--- config.mk ---
export PLATFORM = sky130hd
export DESIGN_NAME = mem_arbiter
export DESIGN_NICKNAME = d
export VERILOG_FILES = /design/src/rtl/mem_arbiter.sv
export SDC_FILE = /design/constraint.sdc
export NUM_CORES = 1
export LEC_CHECK = 0
export ABC_AREA = 1
export BUFFER_PORTS_ARGS = -buffer_cell sky130_fd_sc_hd__buf_2
export CAP_MARGIN = 20
export CORE_AREA = 2 2 202 204
export DETAILED_ROUTE_END_ITERATION = 12
export DIE_AREA = 0 0 204 206
export PLACE_DENSITY = 0.45
export SYNTH_ARGS = -nofsm -noshare
export SYNTH_HDL_FRONTEND = slang
export SYNTH_SLANG_ARGS = --single-unit
--- constraint.sdc ---
create_clock -name clk -period 1.8 [get_ports clk]
set_clock_uncertainty 0.2 [all_clocks]
set_input_delay 0.18 -clock clk [delete_from_list [all_inputs] [get_ports clk]]
set_output_delay 0.18 -clock clk [all_outputs]
set_load 0.01 [all_outputs]
--- src/rtl/mem_arbiter.sv ---
// Two-requester (fetch / data) round-robin arbiter onto a single memory port.
// One transaction outstanding at a time; fetch returns the 32-bit word selected by addr[2].
module mem_arbiter #(
    parameter int DATA_W = 64
) (
    input  logic                clk,
    input  logic                rst,

    input  logic                ireq_valid,
    input  logic [DATA_W-1:0]   ireq_addr,
    output logic                iresp_addr_ok,
    output logic                iresp_data_ok,
    output logic [DATA_W/2-1:0] iresp_data,

    input  logic                dreq_valid,
    input  logic [DATA_W-1:0]   dreq_addr,
    input  logic [2:0]          dreq_size,
    input  logic [7:0]          dreq_strobe,
    input  logic [DATA_W-1:0]   dreq_data,
    output logic                dresp_addr_ok,
    output logic                dresp_data_ok,
    output logic [DATA_W-1:0]   dresp_data,

    output logic                mreq_valid,
    output logic                mreq_write,
    output logic [DATA_W-1:0]   mreq_addr,
    output logic [2:0]          mreq_size,
    output logic [7:0]          mreq_strobe,
    output logic [DATA_W-1:0]   mreq_data,
    input  logic                mresp_ready,
    input  logic                mresp_valid,
    input  logic [DATA_W-1:0]   mresp_data
);

    typedef enum logic [1:0] {
        IDLE = 2'd0,
        REQ  = 2'd1,
        WAIT = 2'd2
    } state_t;

    localparam logic SRC_I = 1'b0;
    localparam logic SRC_D = 1'b1;

    state_t              state;
    state_t              state_nxt;
    logic                owner;
    logic                last_grant;
    logic                grant_i;
    logic                grant_d;
    logic                complete;

    logic [DATA_W-1:0]   addr_q;
    logic [2:0]          size_q;
    logic [7:0]          strobe_q;
    logic [DATA_W-1:0]   data_q;
    logic                write_q;

    // Fetch reads are 32-bit; pick the half of the 64-bit beat that addr[2] names.
    function automatic logic [DATA_W/2-1:0] select_word(input logic          hi,
                                                        input logic [DATA_W-1:0] beat);
        return hi ? beat[DATA_W-1:DATA_W/2] : beat[DATA_W/2-1:0];
    endfunction

    // Next-state, grant and completion decode; everything is suppressed while in reset.
    always_comb begin
        state_nxt = state;
        grant_i   = 1'b0;
        grant_d   = 1'b0;
        complete  = 1'b0;
        if (rst) begin
            case (state)
                IDLE: begin
                    if (dreq_valid && (!ireq_valid || last_grant == SRC_I)) begin
                        grant_d = 1'b1;
                    end else if (ireq_valid) begin
                        grant_i = 1'b1;
                    end
                    if (grant_i || grant_d) begin
                        state_nxt = REQ;
                    end
                end
                REQ: begin
                    if (mresp_ready) begin
                        if (mresp_valid) begin
                            complete  = 1'b1;
                            state_nxt = IDLE;
                        end else begin
                            state_nxt = WAIT;
                        end
                    end
                end
                WAIT: begin
                    if (mresp_valid) begin
                        complete  = 1'b1;
                        state_nxt = IDLE;
                    end
                end
                default: state_nxt = IDLE;
            endcase
        end
    end

    always_ff @(posedge clk) begin
        if (!rst) begin
            state      <= IDLE;
            owner      <= SRC_D;
            last_grant <= SRC_I;
            addr_q     <= '0;
            size_q     <= '0;
            strobe_q   <= '0;
            data_q     <= '0;
            write_q    <= 1'b0;
        end else begin
            state <= state_nxt;
            if (grant_d) begin
                owner      <= SRC_D;
                last_grant <= SRC_D;
                addr_q     <= dreq_addr;
                size_q     <= dreq_size;
                strobe_q   <= dreq_strobe;
                data_q     <= dreq_data;
                write_q    <= (dreq_strobe != 8'h00);
            end else if (grant_i) begin
                owner      <= SRC_I;
                last_grant <= SRC_I;
                addr_q     <= ireq_addr;
                size_q     <= 3'd2;
                strobe_q   <= 8'h00;
                data_q     <= '0;
                write_q    <= 1'b0;
            end
        end
    end

    // Memory request fields are only presented while the request is in flight.
    always_comb begin
        mreq_valid  = rst && (state == REQ);
        mreq_write  = mreq_valid ? write_q  : 1'b0;
        mreq_addr   = mreq_valid ? addr_q   : '0;
        mreq_size   = mreq_valid ? size_q   : 3'd0;
        mreq_strobe = mreq_valid ? strobe_q : 8'h00;
        mreq_data   = mreq_valid ? data_q   : '0;
    end

    always_comb begin
        iresp_addr_ok = grant_i;
        dresp_addr_ok = grant_d;
        iresp_data_ok = complete && (owner == SRC_I);
        dresp_data_ok = complete && (owner == SRC_D);
        iresp_data    = iresp_data_ok ? select_word(addr_q[2], mresp_data) : '0;
        dresp_data    = dresp_data_ok ? mresp_data : '0;
    end

endmodule

==> impl_metrics.toml, run 1 <==
[job]
max_cap_viol_count = 0

[floorplanning]
core_um2 = 40180
die_height_um = 206
dieArea_um2 = 42020
die_x_um = 204
start_util = 0.2010
num_rows = 74
io_pins = 514

[clock_tree]
root_buffer = "clkbuf_16"
cts_buffers = 17
ctsHtreeMaxLevel = 4
cts.path.max_buffers = 2
cts.sinks = 144
clk_latency_ps = 420
path_clk_slew_ps = 60
cts_tree = "built"

[critical_path]
worstSetupPathType = "reg -> out"
cp_cell_sequence = "inv_4, ha_4, nand2_4, nor2_4, nand3_4, buf_12, buf_16, nor2_1, buf_2"
critPathSlowestCell = "dfxtp_4"
r2r_start = "state[0]$_SDFFE_PN0P_"
r2r_cells = 9
crit_fanout = 8
critPathLaunchType = "flip-flop"
reg2reg_to = "addr_q[57]$_SDFFE_PN0P_"
critPathRequiredTime_ps = 1420
regToRegSetupSlack_ps = -100
cp-end-kind = "output pin"
crit_arrival_ps = 1960
cpPeakStageDelay_ps = 370

[grt]
grt_pass1_wl_mm = 57.33
grt_max_degree = 66
grt_pass1_vias = 10840
overflow = 0
antenna_found_initial = 8
grt.total_usage = 0.1734

[pwr]
netSwitchingPower_mw = 4.863
power_density_nw_per_um2 = 843.5
peakVddDrop_uv = 634.2
p_clk_frac = 0.251
switching_share = 0.3753
p_int_mw = 8.095
power_frac_comb = 0.436
p_leak_nw = 8.158
power_mw = 12.96
seq_power_share = 0.313

[layout]
num-fill-cells = 4254
nNetsFinal = 2435
syn_to_final_growth_pct = 90.24
ff_latch_area_um2 = 2889
multi_input_area_um2 = 4415
drive_gt1_frac = 0.3350

[routing]
wirelength_mm = 39.35
drtIter0Drc = 718
drtAntennaViolNets = 0
dr.max_layer_used = "met4"
drt-vias-per-instance = 4.151
routedWlPerCell_um = 14.50
drc = 0
wl_met1_mm = 15.68
route.met2.wl_mm = 19.77
drt_pass1_iterations = 5
vias = 11260
wl_met3_mm = 2.243

[hold_path]
hp-start = "rst"
whs_path_depth = 4
min_path_type = "in -> reg"
hold_path_end = "state[0]$_SDFFE_PN0P_"

[timing]
max_slew_margin = 0.6460
finalSetupViolations = 349
fin_crit_sh = 1.299
timing.fmax_mhz = 427.5
rsz0062_at_grt = "yes"
slew_violations = 0
layout_min_cycle_time_ps = 2339
worst_slew_pin_slew_ps = 531.1
finalHoldWorstSlack_ps = 111.3
worst_slack_ps = -538.9
finalHoldViolations = 0

[run_status]
status = "finished, violations left"
violations = "setup timing"

[synth]
yosysUniqueCellTypes = 21
syn_inst = 1424
synth_fp_nets = 1701
yosysWarnings = 0
ys_seq_area_frac = 0.3570
postSynthAreaPerCell_um2 = 5.671
ys_ff_latch = 144
syn_area_um2 = 8075

[placement]
globalplace.congestion = 0.8590
hpwl_mm = 27.47
numPortBuffers = 513
==> layer usage <==
| layer | GRT usage | up-vias |
|---|---|---|
| met5 | 0 | - |
| met4 | 0.09136 | 0 |
| met3 | 0.03974 | 73 |
| met2 | 0.3042 | 391 |
| met1 | 0.1960 | 5091 |
| li1 | - | 5706 |
==> repair_timing <==
action	in CTS	in global routing
hold buffers	205	0
setup endpoints to repair	375	380
setup buffers	8	2
gates resized for setup	59	113
endpoints found under the hold margin	142	0
cloned	8	3
pin swaps	5	5
==> registers in the layout, summed over array words and instances, names as in the netlist <==
register / cells
strobe_q: 8
data_q: 64
state: 2
size_q: 3
addr_q: 64
owner: 1
write_q: 1
last_grant: 1
==> power groups by stage <==
stage	logic, mW	clock network, mW	registers [mW]
after floorplan	2.72	0	4.06
after global placement	4.65	0	4.10
after global routing	6.29	3.49	4.13
final	5.65	3.25	4.06
after detailed placement	4.67	0	4.11
after CTS	5.45	3.37	4.05
==> worst max-delay path, delay by kind of cell, from the launching register on <==
kind | cells | cell delay [ps]
buffers and inverters | 4 | 540
adder cells (fa/ha/maj) | 1 | 260
flip-flops | 1 | 370
AND/OR/NAND/NOR | 4 | 370
==> placed cells by master, fill, tap and decap left out, drive strengths merged <==
master,count
a21oi,32
a31oi,16
buf,601
bufbuf,1
clkbuf,20
clkinv,6
clkinvlp,6
dfxtp,144
diode,11
dlygate4sd3,205
ha,4
inv,221
nand2,340
nand3,65
nand4,1
nor2,415
nor3,7
o21ai,80
o21bai,1
o22ai,4
or2,1
==> synthesized netlist by cell type (all sizes together) <==
cell	n	area share
a21oi	32	0.020
a31oi	16	0.012
buf	42	0.026
clkbuf	53	0.025
dfxtp	144	0.36
ha	4	0.0062
inv	220	0.10
nand2	339	0.16
nand3	65	0.040
nand4	1	0.0015
nor2	415	0.19
nor3	7	0.0043
o21ai	80	0.050
o21bai	1	0.00093
o22ai	4	0.0031
or2	1	0.00078
==> cell type report <==
type | count | share of cell area
Clock buffer | 18 | 0.02794
Multi-Input combinational cell | 966 | 0.2874
Sequential cell | 144 | 0.1881
Timing Repair Buffer | 809 | 0.3911
Inverter | 220 | 0.05441
Clock inverter | 13 | 0.005946
Antenna cell | 11 | 0.001792
Tap cell | 532 | 0.04333
==> how the worst max path moves through the flow <==
| stage | to | startpoint | depth (start not counted) | slack, ps |
|---|---|---|---|---|
| 2_1_floorplan | dresp_data[54] | state[1]$_SDFFE_PN0P_ | 8 | -30 |
| 3_3_place_gp | addr_q[48]$_SDFFE_PN0P_ | state[0]$_SDFFE_PN0P_ | 9 | -180 |
| 3_5_place_dp | addr_q[57]$_SDFFE_PN0P_ | state[0]$_SDFFE_PN0P_ | 9 | -220 |
| 4_1_cts | dresp_data[3] | state[0]$_SDFFE_PN0P_ | 9 | -550 |
| 5_1_grt | dresp_data[50] | state[0]$_SDFFE_PN0P_ | 9 | -600 |
| 6_report | dresp_data[50] | state[0]$_SDFFE_PN0P_ | 9 | -540 |
==> through the flow <==
stage / setup slack, ps / setup TNS, ps / utilization / cell area (um^2) / instances
floorplan: -29.69 / -2020 / - / 8083 / 1424
global placement: -177.8 / -19190 / 0.2924 / 11750 / 2446
detailed placement: -220.0 / -28600 / 0.2924 / 11750 / 2446
CTS: -548.6 / -102450 / 0.3685 / 14810 / 2698
global route: -598.4 / -128540 / 0.3821 / 15350 / 2710
finish: -538.9 / -92380 / 0.3823 / 15360 / 2713
==> logic make-up (layout without fill, tap and decap cells) <==
logic type / count (synthesis) / in the layout / synth area share
simple gates: 828 / 829 / 0.3977
buf+inv: 315 / 1060 / 0.1532
flops: 144 / 144 / 0.3570
compound gates: 133 / 133 / 0.08584
fa+ha+maj: 4 / 4 / 0.006198
other cells: 0 / 11 / 0
No activity file was read; power rests on OpenSTA's default activity.
==> run 2: changes to the inputs <==
--- a/config.mk
+++ b/config.mk
@@ -5,13 +5,13 @@
 export SDC_FILE = /design/constraint.sdc
 export NUM_CORES = 1
 export LEC_CHECK = 0
-export ABC_AREA = 1
+export ABC_CLOCK_PERIOD_IN_PS = 1800
 export BUFFER_PORTS_ARGS = -buffer_cell sky130_fd_sc_hd__buf_2
 export CAP_MARGIN = 20
 export CORE_AREA = 2 2 202 204
 export DETAILED_ROUTE_END_ITERATION = 12
 export DIE_AREA = 0 0 204 206
-export PLACE_DENSITY = 0.45
+export PLACE_DENSITY = 0.46
 export SYNTH_ARGS = -nofsm -noshare
 export SYNTH_HDL_FRONTEND = slang
 export SYNTH_SLANG_ARGS = --single-unit
==> run 2 against run 1 <==
The run still ends with setup timing left. Largest power group unchanged. Design area grew 3.3%. Routed wire length rose by 10%. First-iteration DRC count shrank 1.3%. Critical path depth decreased by 2.
==> impl_metrics.toml, run 2 <==
[run_status]
status = "finished, violations left"
violations = "setup timing"

[timing]
rsz0062_at_grt = "yes"
worst_slack_ps = -620.0
timing.fmax_mhz = 413.2
worst_slew_pin_slew_ps = 608.4
layout_min_cycle_time_ps = 2420
max_slew_margin = 0.5907
finalHoldViolations = 0
finalSetupViolations = 258
slew_violations = 0
fin_crit_sh = 1.344

[grt]
antenna_found_initial = 10
grt.total_usage = 0.1785
grt_max_degree = 74
grt_pass1_vias = 9963
grt_pass1_wl_mm = 57.54
overflow = 0

[synth]
synth-compound-area-share = 0.2503
synth_top_family_by_area = "compound AO/OA/AOI/OAI gates"
synth.cells.most_frequent = "dfxtp_1, and3_1, o21ai_0, clkbuf_1, and2_1"
syn_inst = 901
synth_top_cell_area_share = 0.3786
yosysUniqueCellTypes = 42
synthAdderAreaFrac = 0.006574
ys_ff_latch = 144
yosysWarnings = 0
synth_xor_area_frac = 0
synth_edf_count = 0
ys.flop_type = "dfxtp_1"
synthMuxAreaShare = 0.04207
synth_area_leaders = "dfxtp_1, and3_1, a32o_1, o21ai_0, and2_1"
synth-async-reset-ratio = 0
synth_most_common_cell = "dfxtp_1"
ys_seq_area_frac = 0.3786
synth_largest_area_cell = "dfxtp_1"
syn_area_um2 = 7614
synthSimpleGateAreaFrac = 0.2454
synth_fp_nets = 1178
postSynthAreaPerCell_um2 = 8.450

[layout]
syn_to_final_growth_pct = 108.3
nNetsFinal = 1894
top_regs = "addr_q: 64 flops, data_q: 64 flops, strobe_q: 8 flops"
layout_commonest_cell = "buf_2"
most-common-layout-cells = "buf_2, dlygate4sd3_1, dfxtp_1"
finish.utilization = 0.3948
drive_gt1_frac = 0.4865

[routing]
drt-vias-per-instance = 4.772
drc = 0
routedWlPerCell_um = 19.99
drt_pass1_iterations = 5
drtAntennaViolNets = 0
drtIter0Drc = 709
wirelength_mm = 43.34
vias = 10350

[floorplanning]
core_um2 = 40180
start_util = 0.1895
num_rows = 74
die_x_um = 204
die_height_um = 206
io_pins = 514
dieArea_um2 = 42020

[placement]
numPortBuffers = 513
globalplace.congestion = 0.8009
hpwl_mm = 27.21

[hold_path]
min_path_type = "in -> reg"
hold_path_end = "last_grant$_SDFFE_PN0P_"
whs_path_depth = 3
hp-start = "ireq_valid"

[clock_tree]
cts.path.max_buffers = 2
cts_buffers = 17
path_clk_slew_ps = 70
ctsHtreeMaxLevel = 4
cts.sinks = 144
cts_tree = "built"
root_buffer = "clkbuf_16"
clk_latency_ps = 440

[critical_path]
regToRegSetupSlack_ps = -80
crit_arrival_ps = 2040
crit_fanout = 19
worstSetupPathType = "reg -> out"
critPathSlowestCell = "or3_4"
r2r_cells = 8
cpPeakStageDelay_ps = 400
critPathRequiredTime_ps = 1420
cp_cell_sequence = "inv_4, ha_4, nand3_4, or3_4, buf_12, nor2_4, buf_6"
cp-end-kind = "output pin"
r2r_start = "state[0]$_SDFFE_PN0P_"
critPathLaunchType = "flip-flop"
reg2reg_to = "state[1]$_SDFFE_PN0P_"

[pwr]
power_mw = 11.39
peakVddDrop_uv = 623.3
p_leak_nw = 7.207
power_density_nw_per_um2 = 718.3

[job]
max_cap_viol_count = 0
-- run 2: worst max path at each step --
| stage | start | endpoint | slack (ps) | cells past startpoint |
|---|---|---|---|---|
| 2_1_floorplan | state[1]$_SDFFE_PN0P_ | iresp_data[10] | -40 | 8 |
| 3_3_place_gp | state[1]$_SDFFE_PN0P_ | iresp_data[9] | -160 | 7 |
| 3_5_place_dp | state[1]$_SDFFE_PN0P_ | iresp_data[4] | -220 | 7 |
| 4_1_cts | state[1]$_SDFFE_PN0P_ | iresp_data[27] | -630 | 7 |
| 5_1_grt | state[0]$_SDFFE_PN0P_ | iresp_data[28] | -690 | 7 |
| 6_report | state[0]$_SDFFE_PN0P_ | iresp_data[28] | -620 | 7 |
-- run 2: kinds of logic after synthesis --
| logic type | after synthesis |
|---|---|
| simple gates | 324 |
| buf+inv | 124 |
| compound gates | 273 |
| fa+ha+maj | 4 |
| flops | 144 |
| mux | 32 |
-- run 2: where the power goes --
group / switching, mW / internal [mW] / total, mW
registers: 0.193 / 3.56 / 3.76
logic: 1.93 / 2.04 / 3.97
clock network: 1.71 / 1.95 / 3.67
-- run 2: worst max-delay path, delay by kind of cell, from the launching register on --
kind                     cells  cell delay [ps]
AND/OR/NAND/NOR              3              580
adder cells (fa/ha/maj)      1              260
flip-flops                   1              360
buffers and inverters        3              380
-- run 2: stage by stage --
step / hold slack [ps] / TNS, ps / std cells / setup slack [ps] / instance area, um^2
floorplan: 105.8 / -4237 / 901 / -38.56 / 7899
global placement: 189.5 / -11970 / 1895 / -164.6 / 11310
detailed placement: 193.4 / -16110 / 1895 / -217.3 / 11310
CTS: 23.34 / -121190 / 2146 / -633.4 / 14670
global route: 39.29 / -137670 / 2167 / -688.7 / 15860
finish: 56.11 / -113170 / 2168 / -620.0 / 15860
-- run 2: cell type report --
class	instances	area, um^2
tap	532	665.6
antenna	6	15.01
fill	3959	24320
clock buffer	17	425.4
inverter	5	31.28
clock inverter	15	153.9
multi-input combinational	633	4907
sequential	144	2887
timing repair buffer	816	6778
-- run 2: per-layer routing --
| metal | global-route usage | up-vias | share of wire |
|---|---|---|---|
| met5 | 0 | - | 0 |
| met4 | 0.09187 | 0 | 0.034 |
| met3 | 0.03753 | 83 | 0.061 |
| met2 | 0.3144 | 468 | 0.51 |
| met1 | 0.2036 | 4992 | 0.40 |
| li1 | - | 4803 | - |
-- run 2: timing repair --
item                                    in CTS  in global routing
resized for setup                           98                179
endpoints found under the hold margin      141                  0
gates cloned                                 6                 14
endpoints found under the setup margin     264                328
pin swaps                                    2                 52
hold buffers                               205                  0
buffers inserted                             8                  2
==> run 3: changes to the inputs <==
--- a/config.mk
+++ b/config.mk
@@ -5,13 +5,13 @@
 export SDC_FILE = /design/constraint.sdc
 export NUM_CORES = 1
 export LEC_CHECK = 0
-export ABC_CLOCK_PERIOD_IN_PS = 1800
+export ABC_CLOCK_PERIOD_IN_PS = 3000
 export BUFFER_PORTS_ARGS = -buffer_cell sky130_fd_sc_hd__buf_2
 export CAP_MARGIN = 20
 export CORE_AREA = 2 2 202 204
 export DETAILED_ROUTE_END_ITERATION = 12
 export DIE_AREA = 0 0 204 206
-export PLACE_DENSITY = 0.46
+export PLACE_DENSITY = 0.45
 export SYNTH_ARGS = -nofsm -noshare
 export SYNTH_HDL_FRONTEND = slang
 export SYNTH_SLANG_ARGS = --single-unit
==> constraint.sdc (replaced) <==
create_clock -name clk -period 3 [get_ports clk]
set_clock_uncertainty 0.2 [all_clocks]
set_input_delay 0.3 -clock clk [delete_from_list [all_inputs] [get_ports clk]]
set_output_delay 0.3 -clock clk [all_outputs]
set_load 0.01 [all_outputs]
==> run 3 against run 2 <==
The flow now finishes without violations. Design area is 16% lower. First-iteration DRC count is 7.3% lower. Final cell count is 3.6% lower. Non-clock buffer count is 82 lower. Hold slack worse by 8.9 ps. Sequential share of layout area is 3.5 points higher. Routed wire length is 12% lower. Total power is 45% lower. Combinational power is 57% lower. Critical path depth stayed put. Die area stayed put. Sequential power is 40% lower. Critical endpoint is now iresp_data[0].
==> impl_metrics.toml, run 3 (same netlist as run 2, synthesis figures left out) <==
[layout]
most-common-layout-cells = "buf_2, dlygate4sd3_1, dfxtp_1"
multi_input_area_um2 = 4200
syn_to_final_growth_pct = 74.58
drive_gt1_frac = 0.3809
final_area_um2 = 13290
top_regs = "addr_q: 64 flops, data_q: 64 flops, strobe_q: 8 flops"
ff_latch_area_um2 = 2884
layout.cells.non_filler = 2089
num-fill-cells = 4247
nNetsFinal = 1813
layout_commonest_cell = "buf_2"

[clock_tree]
cts_tree = "built"
cts.path.max_buffers = 2
clk_latency_ps = 440
path_clk_slew_ps = 70
root_buffer = "clkbuf_16"
ctsHtreeMaxLevel = 4
cts.sinks = 144
cts_buffers = 17

[critical_path]
crit_family = "simple AND/OR/NAND/NOR gates"
r2r_cells = 7
reg2reg_to = "addr_q[24]$_SDFFE_PN0P_"
crit_fanout = 20
cp-end-kind = "output pin"
critPathRequiredTime_ps = 2500
critPathLaunchType = "flip-flop"
cp_num_buf_inv = 3
cp_cell_sequence = "inv_1, ha_2, nand3_1, or3_4, buf_4, nor2_1, buf_2"
cpPeakStageDelay_ps = 470
crit_arrival_ps = 2310
regToRegSetupSlack_ps = 310
critPathSlowestCell = "or3_4"
r2r_start = "state[1]$_SDFFE_PN0P_"
worstSetupPathType = "reg -> out"

[floorplanning]
io_pins = 514
start_util = 0.1895
core_um2 = 40180
num_rows = 74
dieArea_um2 = 42020
die_x_um = 204
die_height_um = 206

[placement]
hpwl_mm = 25.54
numPortBuffers = 513
place_area_um2 = 10640
globalplace.congestion = 0.7971
place_ws_ps = 429.9
place_inst = 1850

[routing]
drtIter0Drc = 657
routedWlPerCell_um = 18.30
route.met2.wl_mm = 19.35
dr.max_layer_used = "met4"
drtAntennaViolNets = 0
vias = 9765
wirelength_mm = 38.22
drc = 0
wl_met3_mm = 2.426
drt-vias-per-instance = 4.674
drt_pass1_iterations = 5
wl_met1_mm = 15.13

[grt]
grt_pass1_wl_mm = 54.67
grt_pass1_vias = 9595
antenna_found_initial = 11
grt.total_usage = 0.1685
grt_max_degree = 145
overflow = 0

[hold_path]
whs_path_depth = 3
hold_path_end = "addr_q[20]$_SDFFE_PN0P_"
min_path_type = "in -> reg"
hp-start = "ireq_addr[20]"

[timing]
layout_min_cycle_time_ps = 2811
rsz0062_at_grt = "no"
setup_tns_ps = 0
slew_violations = 0
max_slew_margin = 0.4875
finalHoldViolations = 0
finalSetupViolations = 0
fin_crit_sh = 0.9369
timing.fmax_mhz = 355.8
worst_slack_ps = 189.4
worst_slew_pin_slew_ps = 767.2

[job]
max_cap_viol_count = 0

[pwr]
p_leak_nw = 6.812
peakVddDrop_uv = 388.9
power_density_nw_per_um2 = 474.3

[run_status]
status = "completed"
run 3: cell types whose count changed in the layout (fill, tap and decap cells not counted), moves of 4 or more:
cell,change
buf_6,-122
buf_2,+119
and3_1,+85
and3_4,-85
buf_4,-39
nor2_1,+32
nor2_4,-30
buf_12,-12
clkbuf_16,-11
buf_16,-7
dlygate4sd3_1,-7
clkinv_4,+5
inv_6,-4
run 3: repair_timing:
item | in CTS | in global routing
endpoints found under the setup margin | 14 | 5
resized for setup | 2 | 1
buffers inserted | 0 | 0
hold endpoints to repair | 140 | 0
gates cloned | 0 | 1
hold buffers | 198 | 0
run 3: final cells by class:
cell class | count | area share
sequential | 144 | 0.2170
inverter | 5 | 0.001412
clock buffer | 18 | 0.03229
timing repair buffer | 734 | 0.3661
clock inverter | 14 | 0.01563
tap | 532 | 0.05008
multi-input combinational | 634 | 0.3160
antenna | 8 | 0.001506
run 3: how the worst max path moves through the flow:
stage,startpoint,end,slack (ps),depth (start not counted)
floorplan,state[1]$_SDFFE_PN0P_,iresp_data[10],950,8
global placement,state[0]$_SDFFE_PN0P_,iresp_data[0],500,7
detailed placement,state[0]$_SDFFE_PN0P_,iresp_data[25],430,7
CTS,state[0]$_SDFFE_PN0P_,addr_q[23]$_SDFFE_PN0P_,190,7
global route,state[0]$_SDFFE_PN0P_,iresp_data[23],40,7
finish,state[0]$_SDFFE_PN0P_,iresp_data[0],190,7
run 3: where the power goes:
part           switching (mW)  internal (mW)
clock                   0.952           1.41
sequential              0.115           2.14
combinational           0.897          0.794
total                    1.96           4.34
run 3: routing by layer:
metal  GRT usage  up-vias
met2      0.2953      410
met5           0        -
met1      0.1918     4653
met3     0.03485       56
li1            -     4646
met4     0.09213        0
run 3: through the flow:
step | hold slack, ps | power, mW | utilization
after global routing | 42.36 | 6.619 | 0.3308
after detailed placement | 246.1 | 3.673 | 0.2647
after floorplan | 225.8 | 3.092 | -
after CTS | 6.099 | 6.344 | 0.3300
after global placement | 249.0 | 3.664 | 0.2647
final | 47.24 | 6.304 | 0.3308
run 3: worst min-delay path, stage by stage:
cell and delay, ps:
buf_2 80, o31a_1 120, o221a_2 160
